## src/rtl/cpe_frame_sequencer.sv

```systemverilog
// Frame sequencer between the ZF equalizer and cpe_tracker: forwards samples, appends one zero flush
// symbol per frame and tags tracker outputs. Optional idle timeout enabled by `define SEQ_TIMEOUT_EN.
module cpe_frame_sequencer #(
   parameter int DATA_W    = 16,
   parameter int PHASE_W   = 16,
   parameter int NFFT      = 64,
   parameter int TAG_DEPTH = 4,
   parameter int SYM_W     = 8,
   parameter int TIMEOUT   = 256
) (
   input  logic                      clk,
   input  logic                      rst_n,
   input  logic                      s_valid,
   output logic                      s_ready,
   input  logic                      s_last,
   input  logic signed [DATA_W-1:0]  s_X1_re,
   input  logic signed [DATA_W-1:0]  s_X1_im,
   input  logic signed [DATA_W-1:0]  s_X2_re,
   input  logic signed [DATA_W-1:0]  s_X2_im,
   output logic                      trk_in_valid,
   output logic signed [DATA_W-1:0]  trk_X1_re,
   output logic signed [DATA_W-1:0]  trk_X1_im,
   output logic signed [DATA_W-1:0]  trk_X2_re,
   output logic signed [DATA_W-1:0]  trk_X2_im,
   input  logic                      trk_out_valid,
   input  logic signed [DATA_W-1:0]  trk_X1c_re,
   input  logic signed [DATA_W-1:0]  trk_X1c_im,
   input  logic signed [DATA_W-1:0]  trk_X2c_re,
   input  logic signed [DATA_W-1:0]  trk_X2c_im,
   input  logic                      trk_phase_err_valid,
   input  logic signed [PHASE_W-1:0] trk_phase_err,
   output logic                      m_valid,
   output logic signed [DATA_W-1:0]  m_X1_re,
   output logic signed [DATA_W-1:0]  m_X1_im,
   output logic signed [DATA_W-1:0]  m_X2_re,
   output logic signed [DATA_W-1:0]  m_X2_im,
   output logic                      m_sof,
   output logic                      m_eos,
   output logic                      m_eof,
   output logic [SYM_W-1:0]          m_sym_idx,
   output logic                      m_phase_err_valid,
   output logic signed [PHASE_W-1:0] m_phase_err,
   output logic                      err_short,
   output logic                      err_ovf,
`ifdef SEQ_TIMEOUT_EN
   output logic                      err_timeout,
`endif
   output logic                      busy
);

   localparam int CNT_W = $clog2(NFFT);
   localparam int PTR_W = $clog2(TAG_DEPTH);
   localparam logic [CNT_W-1:0] CNT_LAST = CNT_W'(NFFT - 1);
   localparam logic [PTR_W:0]   DEPTH_C  = (PTR_W + 1)'(TAG_DEPTH);
   localparam logic [PTR_W:0]   ROOM_C   = (PTR_W + 1)'(TAG_DEPTH - 2);

   typedef enum logic [1:0] {S_IDLE, S_PASS, S_PAD, S_FLUSH} state_t;

   typedef struct packed {
      logic             is_real;
      logic             first;
      logic             last;
      logic [SYM_W-1:0] sym_idx;
   } tag_t;

   function automatic logic [SYM_W-1:0] sat_inc(input logic [SYM_W-1:0] v);
      return (&v) ? v : v + 1'b1;
   endfunction

   state_t           state_q, state_d;
   logic [CNT_W-1:0] in_cnt_q, in_cnt_d;
   logic [CNT_W-1:0] out_cnt_q, out_cnt_d;
   logic             first_q, first_d;
   logic [SYM_W-1:0] sym_idx_q, sym_idx_d;
   logic             err_short_q, err_short_d;
   logic             err_ovf_q, err_ovf_d;
   logic             rdy_en_q;

   // Tag FIFOs: data tags carry the full tag, phase tags only need the real/flush bit
   tag_t             dmem_q [TAG_DEPTH];
   logic             pmem_q [TAG_DEPTH];
   logic [PTR_W:0]   dwr_q, dwr_d, drd_q, drd_d;
   logic [PTR_W:0]   pwr_q, pwr_d, prd_q, prd_d;
   logic [PTR_W:0]   d_cnt, p_cnt;
   logic             d_empty, d_full, p_empty, p_full;
   logic             d_pop, p_pop, d_push_ok, p_push_ok;
   tag_t             d_head;
   logic             p_head;

   logic             push;
   tag_t             push_tag;
   logic             accept, in_vld, wrap;

   logic                      m_valid_q, m_valid_d;
   logic                      m_sof_q, m_sof_d, m_eos_q, m_eos_d, m_eof_q, m_eof_d;
   logic [SYM_W-1:0]          m_sym_idx_q, m_sym_idx_d;
   logic signed [DATA_W-1:0]  m_x1r_q, m_x1r_d, m_x1i_q, m_x1i_d;
   logic signed [DATA_W-1:0]  m_x2r_q, m_x2r_d, m_x2i_q, m_x2i_d;
   logic                      m_pe_vld_q, m_pe_vld_d;
   logic signed [PHASE_W-1:0] m_pe_q, m_pe_d;
   logic                      out_take, out_real, ph_take;

`ifdef SEQ_TIMEOUT_EN
   localparam int IDLE_W = $clog2(TIMEOUT + 1);
   localparam logic [IDLE_W-1:0] IDLE_LAST = IDLE_W'(TIMEOUT - 1);
   logic [IDLE_W-1:0] idle_cnt_q, idle_cnt_d;
   logic              err_timeout_q, err_timeout_d;
   logic              rewrite;
   logic [PTR_W-1:0]  last_idx;
`endif

   assign d_cnt   = dwr_q - drd_q;
   assign p_cnt   = pwr_q - prd_q;
   assign d_empty = (d_cnt == '0);
   assign p_empty = (p_cnt == '0);
   assign d_full  = (d_cnt == DEPTH_C);
   assign p_full  = (p_cnt == DEPTH_C);
   assign d_head  = dmem_q[drd_q[PTR_W-1:0]];
   assign p_head  = pmem_q[prd_q[PTR_W-1:0]];

   // Input side needs room for a real tag and the flush tag that may follow it
   assign s_ready = rdy_en_q & ((state_q == S_IDLE) | (state_q == S_PASS))
                  & (d_cnt <= ROOM_C) & (p_cnt <= ROOM_C);
   assign accept  = s_valid & s_ready;
   assign in_vld  = accept | (state_q == S_PAD) | (state_q == S_FLUSH);
   assign wrap    = in_vld & (in_cnt_q == CNT_LAST);

   assign trk_in_valid = in_vld;
   assign trk_X1_re    = accept ? s_X1_re : '0;
   assign trk_X1_im    = accept ? s_X1_im : '0;
   assign trk_X2_re    = accept ? s_X2_re : '0;
   assign trk_X2_im    = accept ? s_X2_im : '0;

   always_comb begin
      state_d     = state_q;
      in_cnt_d    = in_cnt_q;
      first_d     = first_q;
      sym_idx_d   = sym_idx_q;
      err_short_d = err_short_q;
      push        = 1'b0;
      push_tag    = '0;
`ifdef SEQ_TIMEOUT_EN
      rewrite       = 1'b0;
      err_timeout_d = err_timeout_q;
      idle_cnt_d    = ((state_q == S_PASS) && !s_valid) ? idle_cnt_q + 1'b1 : '0;
      last_idx      = dwr_q[PTR_W-1:0] - 1'b1;
`endif
      if (in_vld) in_cnt_d = in_cnt_q + 1'b1;

      case (state_q)
         S_IDLE, S_PASS: begin
            if (accept) begin
               state_d = S_PASS;
               if (s_last) begin
                  if (wrap) begin
                     state_d = S_FLUSH;
                  end else begin
                     state_d     = S_PAD;
                     err_short_d = 1'b1;
                  end
               end
            end
         end
         S_PAD:   if (wrap) state_d = S_FLUSH;
         S_FLUSH: if (wrap) state_d = S_IDLE;
         default: state_d = S_IDLE;
      endcase

`ifdef SEQ_TIMEOUT_EN
      // A stalled frame is closed as if s_last had arrived; an already complete symbol gets its tag marked last
      if ((state_q == S_PASS) && !s_valid && (idle_cnt_q == IDLE_LAST)) begin
         err_timeout_d = 1'b1;
         if (in_cnt_q != '0) begin
            state_d = S_PAD;
         end else begin
            state_d = S_FLUSH;
            rewrite = 1'b1;
         end
      end
`endif

      if (wrap) begin
         push = 1'b1;
         if (state_q != S_FLUSH) begin
            push_tag  = {1'b1, first_q, (state_d == S_FLUSH), sym_idx_q};
            first_d   = 1'b0;
            sym_idx_d = sat_inc(sym_idx_q);
         end
      end
      if ((state_d == S_FLUSH) && (state_q != S_FLUSH)) begin
         first_d   = 1'b1;
         sym_idx_d = '0;
      end
   end

   always_comb begin
      out_take  = trk_out_valid & ~d_empty;
      out_real  = out_take & d_head.is_real;
      d_pop     = out_take & (out_cnt_q == CNT_LAST);
      ph_take   = trk_phase_err_valid & ~p_empty;
      p_pop     = ph_take;
      d_push_ok = push & (~d_full | d_pop);
      p_push_ok = push & (~p_full | p_pop);

      out_cnt_d = out_take ? out_cnt_q + 1'b1 : out_cnt_q;
      dwr_d     = d_push_ok ? dwr_q + 1'b1 : dwr_q;
      pwr_d     = p_push_ok ? pwr_q + 1'b1 : pwr_q;
      drd_d     = d_pop ? drd_q + 1'b1 : drd_q;
      prd_d     = p_pop ? prd_q + 1'b1 : prd_q;
      err_ovf_d = err_ovf_q | (push & d_full & ~d_pop) | (push & p_full & ~p_pop)
                | (trk_out_valid & d_empty);

      m_valid_d   = out_real;
      m_sof_d     = out_real & d_head.first & (out_cnt_q == '0);
      m_eos_d     = out_real & (out_cnt_q == CNT_LAST);
      m_eof_d     = m_eos_d & d_head.last;
      m_sym_idx_d = out_real ? d_head.sym_idx : m_sym_idx_q;
      m_x1r_d     = out_real ? trk_X1c_re : m_x1r_q;
      m_x1i_d     = out_real ? trk_X1c_im : m_x1i_q;
      m_x2r_d     = out_real ? trk_X2c_re : m_x2r_q;
      m_x2i_d     = out_real ? trk_X2c_im : m_x2i_q;
      m_pe_vld_d  = ph_take & p_head;
      m_pe_d      = (ph_take & p_head) ? trk_phase_err : m_pe_q;
   end

   always_ff @(posedge clk or negedge rst_n) begin
      if (!rst_n) begin
         state_q     <= S_IDLE;
         in_cnt_q    <= '0;
         out_cnt_q   <= '0;
         first_q     <= 1'b1;
         sym_idx_q   <= '0;
         err_short_q <= 1'b0;
         err_ovf_q   <= 1'b0;
         rdy_en_q    <= 1'b0;
         dwr_q       <= '0;
         drd_q       <= '0;
         pwr_q       <= '0;
         prd_q       <= '0;
         m_valid_q   <= 1'b0;
         m_sof_q     <= 1'b0;
         m_eos_q     <= 1'b0;
         m_eof_q     <= 1'b0;
         m_sym_idx_q <= '0;
         m_x1r_q     <= '0;
         m_x1i_q     <= '0;
         m_x2r_q     <= '0;
         m_x2i_q     <= '0;
         m_pe_vld_q  <= 1'b0;
         m_pe_q      <= '0;
      end else begin
         state_q     <= state_d;
         in_cnt_q    <= in_cnt_d;
         out_cnt_q   <= out_cnt_d;
         first_q     <= first_d;
         sym_idx_q   <= sym_idx_d;
         err_short_q <= err_short_d;
         err_ovf_q   <= err_ovf_d;
         rdy_en_q    <= 1'b1;
         dwr_q       <= dwr_d;
         drd_q       <= drd_d;
         pwr_q       <= pwr_d;
         prd_q       <= prd_d;
         m_valid_q   <= m_valid_d;
         m_sof_q     <= m_sof_d;
         m_eos_q     <= m_eos_d;
         m_eof_q     <= m_eof_d;
         m_sym_idx_q <= m_sym_idx_d;
         m_x1r_q     <= m_x1r_d;
         m_x1i_q     <= m_x1i_d;
         m_x2r_q     <= m_x2r_d;
         m_x2i_q     <= m_x2i_d;
         m_pe_vld_q  <= m_pe_vld_d;
         m_pe_q      <= m_pe_d;
      end
   end

`ifdef SEQ_TIMEOUT_EN
   always_ff @(posedge clk or negedge rst_n) begin
      if (!rst_n) begin
         idle_cnt_q    <= '0;
         err_timeout_q <= 1'b0;
      end else begin
         idle_cnt_q    <= idle_cnt_d;
         err_timeout_q <= err_timeout_d;
      end
   end
   assign err_timeout = err_timeout_q;
`endif

   always_ff @(posedge clk) begin
      if (d_push_ok) dmem_q[dwr_q[PTR_W-1:0]] <= push_tag;
      if (p_push_ok) pmem_q[pwr_q[PTR_W-1:0]] <= push_tag.is_real;
`ifdef SEQ_TIMEOUT_EN
      if (rewrite && !d_empty) dmem_q[last_idx].last <= 1'b1;
`endif
   end

   assign m_valid           = m_valid_q;
   assign m_X1_re           = m_x1r_q;
   assign m_X1_im           = m_x1i_q;
   assign m_X2_re           = m_x2r_q;
   assign m_X2_im           = m_x2i_q;
   assign m_sof             = m_sof_q;
   assign m_eos             = m_eos_q;
   assign m_eof             = m_eof_q;
   assign m_sym_idx         = m_sym_idx_q;
   assign m_phase_err_valid = m_pe_vld_q;
   assign m_phase_err       = m_pe_q;
   assign err_short         = err_short_q;
   assign err_ovf           = err_ovf_q;
   assign busy              = (state_q != S_IDLE);

endmodule

```

## config.mk

```make
export PLATFORM = sky130hd
export DESIGN_NAME = cpe_frame_sequencer
export DESIGN_NICKNAME = d
export VERILOG_FILES = /design/src/rtl/cpe_frame_sequencer.sv
export SDC_FILE = /design/constraint.sdc
export NUM_CORES = 1
export LEC_CHECK = 0
export CORE_MARGIN = 4
export CORE_UTILIZATION = 47
export DETAILED_ROUTE_END_ITERATION = 6
export HOLD_SLACK_MARGIN = 0.06
export PLACE_DENSITY = 0.86
export SLEW_MARGIN = 20
export SYNTH_ARGS = -nofsm -noshare
export SYNTH_HDL_FRONTEND = slang
export SYNTH_SLANG_ARGS = --single-unit
```

## constraint.sdc

```tcl
create_clock -name clk -period 9.7 [get_ports clk]
set_input_delay 1.455 -clock clk [delete_from_list [all_inputs] [get_ports clk]]
set_output_delay 1.455 -clock clk [all_outputs]
set_load 0.01 [all_outputs]
```

Word level (Yosys, flattened, before mapping)
Memories as Yosys holds them, arrays and structs flattened.
Cells that the tools add are included.
{"block": "totals", "regBits": 131, "out_inout_bits": 162, "mem_count": 2, "input_bits": 150, "ramBits": 48, "wordCells": 119}
{"name": "dmem_q", "words": 4, "width": 11, "read_ports": 1, "rd_ports_with_merged_regs": 0, "wr": 1, "line_no": "80", "source": "tag_t dmem_q [TAG_DEPTH];"}
{"name": "pmem_q", "words": 4, "width": 1, "read_ports": 1, "rd_ports_with_merged_regs": 0, "wr": 1, "line_no": "81", "source": "logic pmem_q [TAG_DEPTH];"}
{"block": "classes", "n_bitwise": 36, "addsub": 9, "reduce_logical": 13, "n_mux": 24, "n_eq_ne": 10, "n_lt_le_gt_ge": 2}
{"operator": "$mux W16", "count": 4}
{"operator": "$mux W8", "count": 4}
{"operator": "$mux W11", "count": 2}
{"operator": "$and A1 B1 Y1", "count": 21}
{"operator": "$add A3 B1 Y3 const B", "count": 4}
{"operator": "$add A6 B1 Y6 const B", "count": 2}
{"operator": "$eq A6 B6 Y1 const B", "count": 2}
{"operator": "$mux W1", "count": 9}
{"operator": "$add A8 B1 Y8 const B", "count": 1}
{"operator": "$mux W2", "count": 4}
{"operator": "$or A1 B1 Y1", "count": 8}
{"operator": "$reduce_and A8 Y1", "count": 1}
{"operator": "$not A1 Y1", "count": 7}
{"operator": "$eq A2 B2 Y1 const B", "count": 3}
{"operator": "$eq A3 B3 Y1 const B", "count": 2}
{"operator": "$le A3 B2 Y1 const B", "count": 2}
{"operator": "$logic_not A3 Y1", "count": 2}
{"operator": "$logic_not A6 Y1", "count": 1}
{"operator": "$pmux W2 S3", "count": 1}
{"operator": "$reduce_bool A2 Y1", "count": 3}
{"operator": "$sub A3 B3 Y3", "count": 2}
{"operator": "$reduce_and A4 Y1", "count": 1}
{"operator": "$reduce_and A3 Y1", "count": 1}
{"operator": "$eq A2 B1 Y1 const B", "count": 1}
{"operator": "6 further kinds", "count": 6}

Longest topological paths before layout
Gate-level depths: netlist of run 1.
{"block": "depth", "ltp_word": 17, "depth_mapped": 11, "depth_no_buf": 9}

Worst setup path after synthesis of run 1
No wires, ideal clock.
{"block": "synth_path", "path_kind": "register to output", "from": "register drd_q[1]", "to": "output trk_X2_im[10]", "path_buffers": 3, "stages_incl_launch_ff": 10, "t_arrival_ns": 2.687, "required_time_ns": 8.245, "slack_ns": 5.558, "cell_sequence": "dfrtp_1 buf_1 inv_1 fa_1 nor2b_1 nor4b_4 and3_1 buf_2 clkbuf_1 and2_1"}
{"block": "synth_via", "elab_chain_len": 6}
{"item": "start, declared", "line_no": "82", "source": "logic [PTR_W:0] dwr_q, dwr_d, drd_q, drd_d;"}
{"item": "start signal, assigned", "line_no": "261", "source": "drd_q <= drd_d;"}
{"item": "$sub A3 B3 Y3", "line_no": "112", "source": "assign d_cnt = dwr_q - drd_q;"}
{"item": "$le A3 B2 Y1", "line_no": "123", "source": "& (d_cnt <= ROOM_C) & (p_cnt <= ROOM_C);"}
{"item": "$and A1 B1 Y1 (2 in a row)", "line_no": "123"}
{"item": "$and A1 B1 Y1", "line_no": "124", "source": "assign accept = s_valid & s_ready;"}
{"item": "$mux W16", "line_no": "132", "source": "assign trk_X2_im = accept ? s_X2_im : '0;"}
{"item": "end, declared", "line_no": "24", "source": "output logic signed [DATA_W-1:0] trk_X2_im,"}
No other way between the ends.

Worst setup path after layout of run 1
{"block": "layout_path", "from": "register drd_q[0]", "to": "output trk_X2_re[3]"}
{"block": "layout_via", "elab_chain_len": 6}
{"item": "$sub A3 B3 Y3", "line_no": "112"}
{"item": "$le A3 B2 Y1", "line_no": "123"}
{"item": "$and A1 B1 Y1 (2 in a row)", "line_no": "123"}
{"item": "$and A1 B1 Y1", "line_no": "124"}
{"item": "$mux W16", "line_no": "131", "source": "assign trk_X2_re = accept ? s_X2_re : '0;"}
{"item": "end, declared", "line_no": "23", "source": "output logic signed [DATA_W-1:0] trk_X2_re,"}
No other way between the ends.

==> metrics.yaml, run 1 <==
logic_synthesis:
  synth_top_area_frac: 0.4117
  synth_cell_types: 53
  synth-async-reset-ratio: 0.7318
  synth_edf_count: 48
  seq_area_frac_synth: 0.5975
  syn-instance-count: 557
  syn-cell-area_um2: 7901
  synth-seq-cells: 179
  synth_area_per_cell_um2: 14.19
  ys.warnings.count: 0
  synth_area_leader_cell: "dfrtp_1"
  synth.area.top_cells: "dfrtp_1, edfxtp_1, mux2_2"
  syn_nets: 725
  ys.flop_type: "dfrtp_1"
clock_tree:
  postCtsSetupBuffers: 0
  htree_num_levels: 4
  clock_sinks: 179
  hold_buffers: 0
  cts_resized: 0
  cts_tree: "yes"
  cts_root_buf: "clkbuf_16"
  clk_latency_ns: 0.42
  clockBufferDepth: 2
  clk_pin_slew_ns: 0.06
  cts_buffers: 17
power_and_ir_drop:
  ir_drop_v: 0.0001259
  clkPwrFrac: 0.338
  comb_power_share: 0.222
  intPower_mw: 1.580
  seqPwrFrac: 0.440
  p_leak_nw: 4.588
  swShare: 0.2519
  p_sw_uw: 532.0
  p_per_area_nw_per_um2: 178.8
detailed_routing:
  drc: 0
  wl_per_cell_um: 19.22
  drt_wl_total_um: 21060
  postRouteAntennaNets: 0
  first_iter_violations: 189
  vias: 5512
  first_pass_iters: 4
  vias_per_cell: 5.029
hold_path:
  hold_class: "reg2reg"
sta:
  period_needed_ns: 5.933
  slew_headroom: 0.3026
  clock_skew_ns: 0.008526
  fin_setup_tns_ns: 0
  rsz0062_at_grt: "false"
  worst_pin_slew_ns: 1.036
  timing.fmax_mhz: 168.6
  min_period_over_period: 0.6116
  setup_ws_ns: 3.767
  hold_viol_final: 0
  fin_hold_ws_ns: 0.4669
  setup_viol: 0
  slew_violations: 0
layout:
  final_common_cell: "clkdlybuf4s50_1"
  layout.cells.non_filler: 1096
  fill_cells: 1130
  finalCoreUtilization: 0.7147
  antenna_cells: 0
  final_nets: 1032
  syn_to_final_growth_pct: 49.47
  drive_gt1_frac: 0.1701
  most-common-layout-cells: "clkdlybuf4s50_1, dfrtp_1, mux2_2, and2_1, edfxtp_1"
setup_path:
  worst_setup_path_start_kind: "flop"
  critPathCaptureType: "primary output"
  arrival_ns: 4.48
  worst-path-max-fanout: 72
  crit_type: "reg2out"
  worstPathRequired_ns: 8.25
  rrSetupSlack_ns: 5.92
global_route:
  grt_max_degree: 75
  grt_pass1_vias: 5748
  grt_use_total: 0.2208
  gr-total-overflow: 0
  grt_pass1_wl_um: 31060
  antenna_found_initial: 0
placed_design:
  dp_hpwl_um: 16030
  globalplace.congestion: 0.8352
  place_ws_ns: 4.097
  dp.cells: 1065
  port_buffers: 311
floorplan:
  die_area_um2: 18950
  dieHeight_um: 137.7
  start_util: 0.4782
  die_width_um: 137.7
  rows: 47
  design.core.area_um2: 16520
  io_pins: 312
status:
  status: "finished clean"
flow_run:
  max_cap_violations: 0
[worst paths after layout]
check	from	to	cells after the start
setup / recovery	drd_q[0]	trk_X2_re[3]	8
hold / removal	in_cnt_q[5]	in_cnt_q[5]	1
setup reg to reg	drd_q[0]	sym_idx_q[4]	8
hold reg to reg	in_cnt_q[5]	in_cnt_q[5]	1
max in group asynchronous	rst_n	sym_idx_q[4]	2
min in group asynchronous	rst_n	m_X2_im[0]	1
[logic make-up (layout without fill, tap and decap cells)]
group / Yosys count / after routing / share of synthesized area
flops: 179 / 179 / 0.5975
simple gates: 149 / 149 / 0.1167
mux: 104 / 104 / 0.1653
buf+inv: 46 / 365 / 0.02771
compound gates: 40 / 40 / 0.03611
xor+xnor: 20 / 20 / 0.02581
fa+ha+maj: 18 / 18 / 0.03040
other cells: 1 / 1 / 0.0004746
[registers in the layout (all words and copies together), names as in the netlist, 2 cells and up]
signal       count
m_sym_idx        8
drd_q            3
m_X2_im         16
sym_idx_q        8
state_q          2
out_cnt_q        6
prd_q            3
m_X1_re         16
pmem_q           4
m_X2_re         16
m_phase_err     16
pwr_q            3
m_X1_im         16
dmem_q          44
dwr_q            3
in_cnt_q         6
[synth_stat cells (10+ instances only)]
library cell	number
mux2_2	91
ha_1	16
mux4_2	12
a21oi_1	11
and2_1	80
nand3_1	10
nand2_1	17
inv_1	21
dfrtp_1	130
edfxtp_1	48
[metal layers]
layer  GRT usage  part of all wire  vias up
li1            -                 -     2567
met1      0.2308              0.34     2632
met2      0.4040              0.54      279
met3     0.07524             0.096       34
met4     0.08814             0.032        0
met5           0                 0        -
[per-stage QoR]
stage | power, mW | area [um^2]
detailed placement | 1.418 | 11170
CTS | 2.138 | 11810
floorplan | 1.165 | 7901
global route | 2.212 | 11810
finish | 2.112 | 11810
global placement | 1.400 | 11170
[power by group through the flow]
stage,combinational [mW],sequential [mW],clock (mW)
2_1_floorplan,0.217,0.948,0
3_3_place_gp,0.462,0.937,0
3_5_place_dp,0.474,0.944,0
4_1_cts,0.477,0.930,0.731
5_1_grt,0.505,0.943,0.764
6_report,0.469,0.929,0.714
[area by class of cell]
class | count | area, um^2 | area share
inverter | 21 | 78.83 | 0.006674
timing repair buffer | 313 | 3126 | 0.2646
multi-input combinational | 332 | 2970 | 0.2515
clock inverter | 5 | 53.80 | 0.004556
clock buffer | 26 | 585.6 | 0.04958
tap | 220 | 275.3 | 0.02331
sequential | 179 | 4721 | 0.3997
[worst max-delay path, stage by stage (launching register included)]
cell and delay (ns):
dfrtp_1 0.84, ha_1 0.27, inv_1 0.05, fa_1 0.45, nor2b_1 0.19, nor4b_4 0.52, and3_2 0.86, and2_1 0.22
clkdlybuf4s50_1 0.65
(Power assumes the default switching activity.)
==> inputs of run 2 (changes only) <==
- CORE_UTILIZATION: 47 -> 44
- PLACE_DENSITY: 0.86 -> 0.81
- clock period: 9.7 -> 5.84 ns (I/O delays scaled with it)
==> run 2 against run 1 <==
Effect of this change:
- sequential share of layout area down 0.089 points
- global-route usage shrank 1.1 points
- setup slack worse by 3.1 ns
- first-iteration DRC count increased by 59%
- combinational power increased by 70%
- register-to-register slack lost 3.7 ns
- total power rose by 68%
- critical path type unchanged
- routed wire length up 1.3%
- clock power increased by 74%
==> metrics.yaml, run 2 (same netlist as run 1, synthesis figures left out) <==
status:
  status: "finished clean"  # unchanged
floorplan:
  dieHeight_um: 142.0  # was 137.7 um
  rows: 48  # was 47
  die_area_um2: 20170  # was 18950 um^2
  start_util: 0.4521  # was 0.4782
  io_pins: 312  # unchanged
  design.core.area_um2: 17480  # was 16520 um^2
  die_width_um: 142.0  # was 137.7 um
setup_path:
  worst-path-max-fanout: 72  # unchanged
  crit_type: "reg2out"  # unchanged
  critPathCaptureType: "primary output"  # unchanged
  arrival_ns: 4.26  # was 4.48 ns
  worstPathRequired_ns: 4.96  # was 8.25 ns
  worst_setup_path_start_kind: "flop"  # unchanged
  rrSetupSlack_ns: 2.26  # was 5.92 ns
detailed_routing:
  wl_per_cell_um: 19.34  # was 19.22 um
  met3_length_um: 1759  # was 2022 um
  postRouteAntennaNets: 0  # unchanged
  wl_met2_um: 11330  # was 11280 um
  first_pass_iters: 4  # unchanged
  drt_wl_total_um: 21330  # was 21060 um
  first_iter_violations: 301  # was 189
  routed.top_layer: "met4"  # unchanged
  vias: 5549  # was 5512
  vias_per_cell: 5.031  # was 5.029
  wl_met1_um: 7647  # was 7083 um
  drc: 0  # unchanged
clock_tree:
  cts_buffers: 17  # unchanged
  cts_root_buf: "clkbuf_16"  # unchanged
  clock_sinks: 179  # unchanged
  cts_resized: 0  # unchanged
  clk_pin_slew_ns: 0.06  # about the same
  clockBufferDepth: 2  # unchanged
  clk_latency_ns: 0.42  # about the same
  htree_num_levels: 4  # unchanged
  postCtsSetupBuffers: 0  # unchanged
  cts_tree: "yes"  # unchanged
  hold_buffers: 0  # unchanged
layout:
  syn_to_final_growth_pct: 49.80  # was 49.47%
  most-common-layout-cells: "clkdlybuf4s50_1, dfrtp_1, mux2_2, and2_1, edfxtp_1"  # unchanged
  largest_register: "dmem_q"  # unchanged
  final_nets: 1033  # was 1032
  final_common_cell: "clkdlybuf4s50_1"  # unchanged
  drive_gt1_frac: 0.1731  # was 0.1701
  largest_register_ffs: 44  # unchanged
  antenna_cells: 0  # unchanged
sta:
  timing.fmax_mhz: 194.8
  period_needed_ns: 5.133
  worst_pin_slew_ns: 0.9771  # was 1.036 ns
  fin_setup_tns_ns: 0  # unchanged
  slew_violations: 0  # unchanged
  clock_skew_ns: 0.009159  # was 0.008526 ns
  fin_hold_ws_ns: 0.4636  # was 0.4669 ns
  min_period_over_period: 0.8789
  hold_viol_final: 0  # unchanged
  setup_viol: 0  # unchanged
  slew_headroom: 0.3486  # was 0.3026
  rsz0062_at_grt: "false"  # unchanged
global_route:
  antenna_found_initial: 0  # unchanged
  gr-total-overflow: 0  # unchanged
  grt_use_total: 0.2100  # was 0.2208
  grt_pass1_wl_um: 32370  # was 31060 um
  grt_max_degree: 75  # unchanged
  grt_pass1_vias: 5826  # was 5748
placed_design:
  globalplace.congestion: 0.8221  # was 0.8352
  port_buffers: 311  # unchanged
  dp_hpwl_um: 16430  # was 16030 um
power_and_ir_drop:
  p_per_area_nw_per_um2: 300.6  # was 178.8 nW/um^2
  p_leak_nw: 4.600  # was 4.588 nW
  ir_drop_v: 0.0002196  # was 0.0001259 V
hold_path:
  hold_class: "reg2reg"  # unchanged
flow_run:
  max_cap_violations: 0  # unchanged
-- run 2: changes by cell type in the layout (fill, tap and decap cells not counted), sizes merged --
cell	previous run	this run
buf	3	4
clkinv	2	5
bufinv	1	4
clkbuf	26	20
inv	22	23
-- run 2: layer usage --
| layer | GRT usage | up-vias |
|---|---|---|
| li1 | - | 2583 |
| met3 | 0.06989 | 27 |
| met5 | 0 | - |
| met2 | 0.3814 | 268 |
| met1 | 0.2312 | 2671 |
| met4 | 0.06869 | 0 |
-- run 2: path summary, 6_finish.rpt --
| path | start | end | depth (start not counted) |
|---|---|---|---|
| worst min-delay path | in_cnt_q[5] | in_cnt_q[5] | 1 |
| worst max-delay path | drd_q[1] | trk_X2_im[3] | 7 |
| min in group asynchronous | rst_n | m_X2_re[13] | 1 |
| max in group asynchronous | rst_n | m_X2_re[8] | 2 |
| worst max register to register | drd_q[1] | dmem_q[2][5] | 7 |
| worst min register to register | in_cnt_q[5] | in_cnt_q[5] | 1 |
-- run 2: worst max-delay path: stages (launching register included) --
cell	delay (ns)
dfrtp_1	0.69
inv_1	0.17
fa_1	0.52
nor2b_1	0.18
nor4b_4	0.53
and3_2	0.87
and2_1	0.28
clkdlybuf4s50_1	0.58
-- run 2: power by group --
part           switching (mW)  leakage (nW)  internal, mW
Combinational           0.328          2.40         0.470
Sequential              0.102          1.88          1.42
Clock                   0.468         0.321         0.768
-- run 2: final cells by class --
cell class                      instances  area [um^2]
Multi-Input combinational cell        332         2970
Timing Repair Buffer                  314         3133
Clock buffer                           20        479.2
Inverter                               21        78.83
Sequential cell                       179         4721
Tap cell                              225        281.5
Clock inverter                         12        172.7
Fill cell                            1287         5640
-- run 2: per-stage QoR --
step | utilization | total power, mW | cells | setup WS, ns | area, um^2
final | 0.6773 | 3.558 | 1103 | 0.7075 | 11840
after global routing | 0.6773 | 3.732 | 1103 | 0.3665 | 11840
after CTS | 0.6773 | 3.601 | 1103 | 0.6120 | 11840
after detailed placement | 0.6400 | 2.354 | 1071 | 1.103 | 11180
after global placement | 0.6400 | 2.332 | 1071 | 1.179 | 11180
after floorplan | - | 1.935 | 557 | 2.277 | 7901
==> inputs of run 3 (changes only) <==
- SKIP_LAST_GASP: unset -> 1
==> results of run 3 <==
The final DEF is identical to that of run 2; final timing and power are the same.
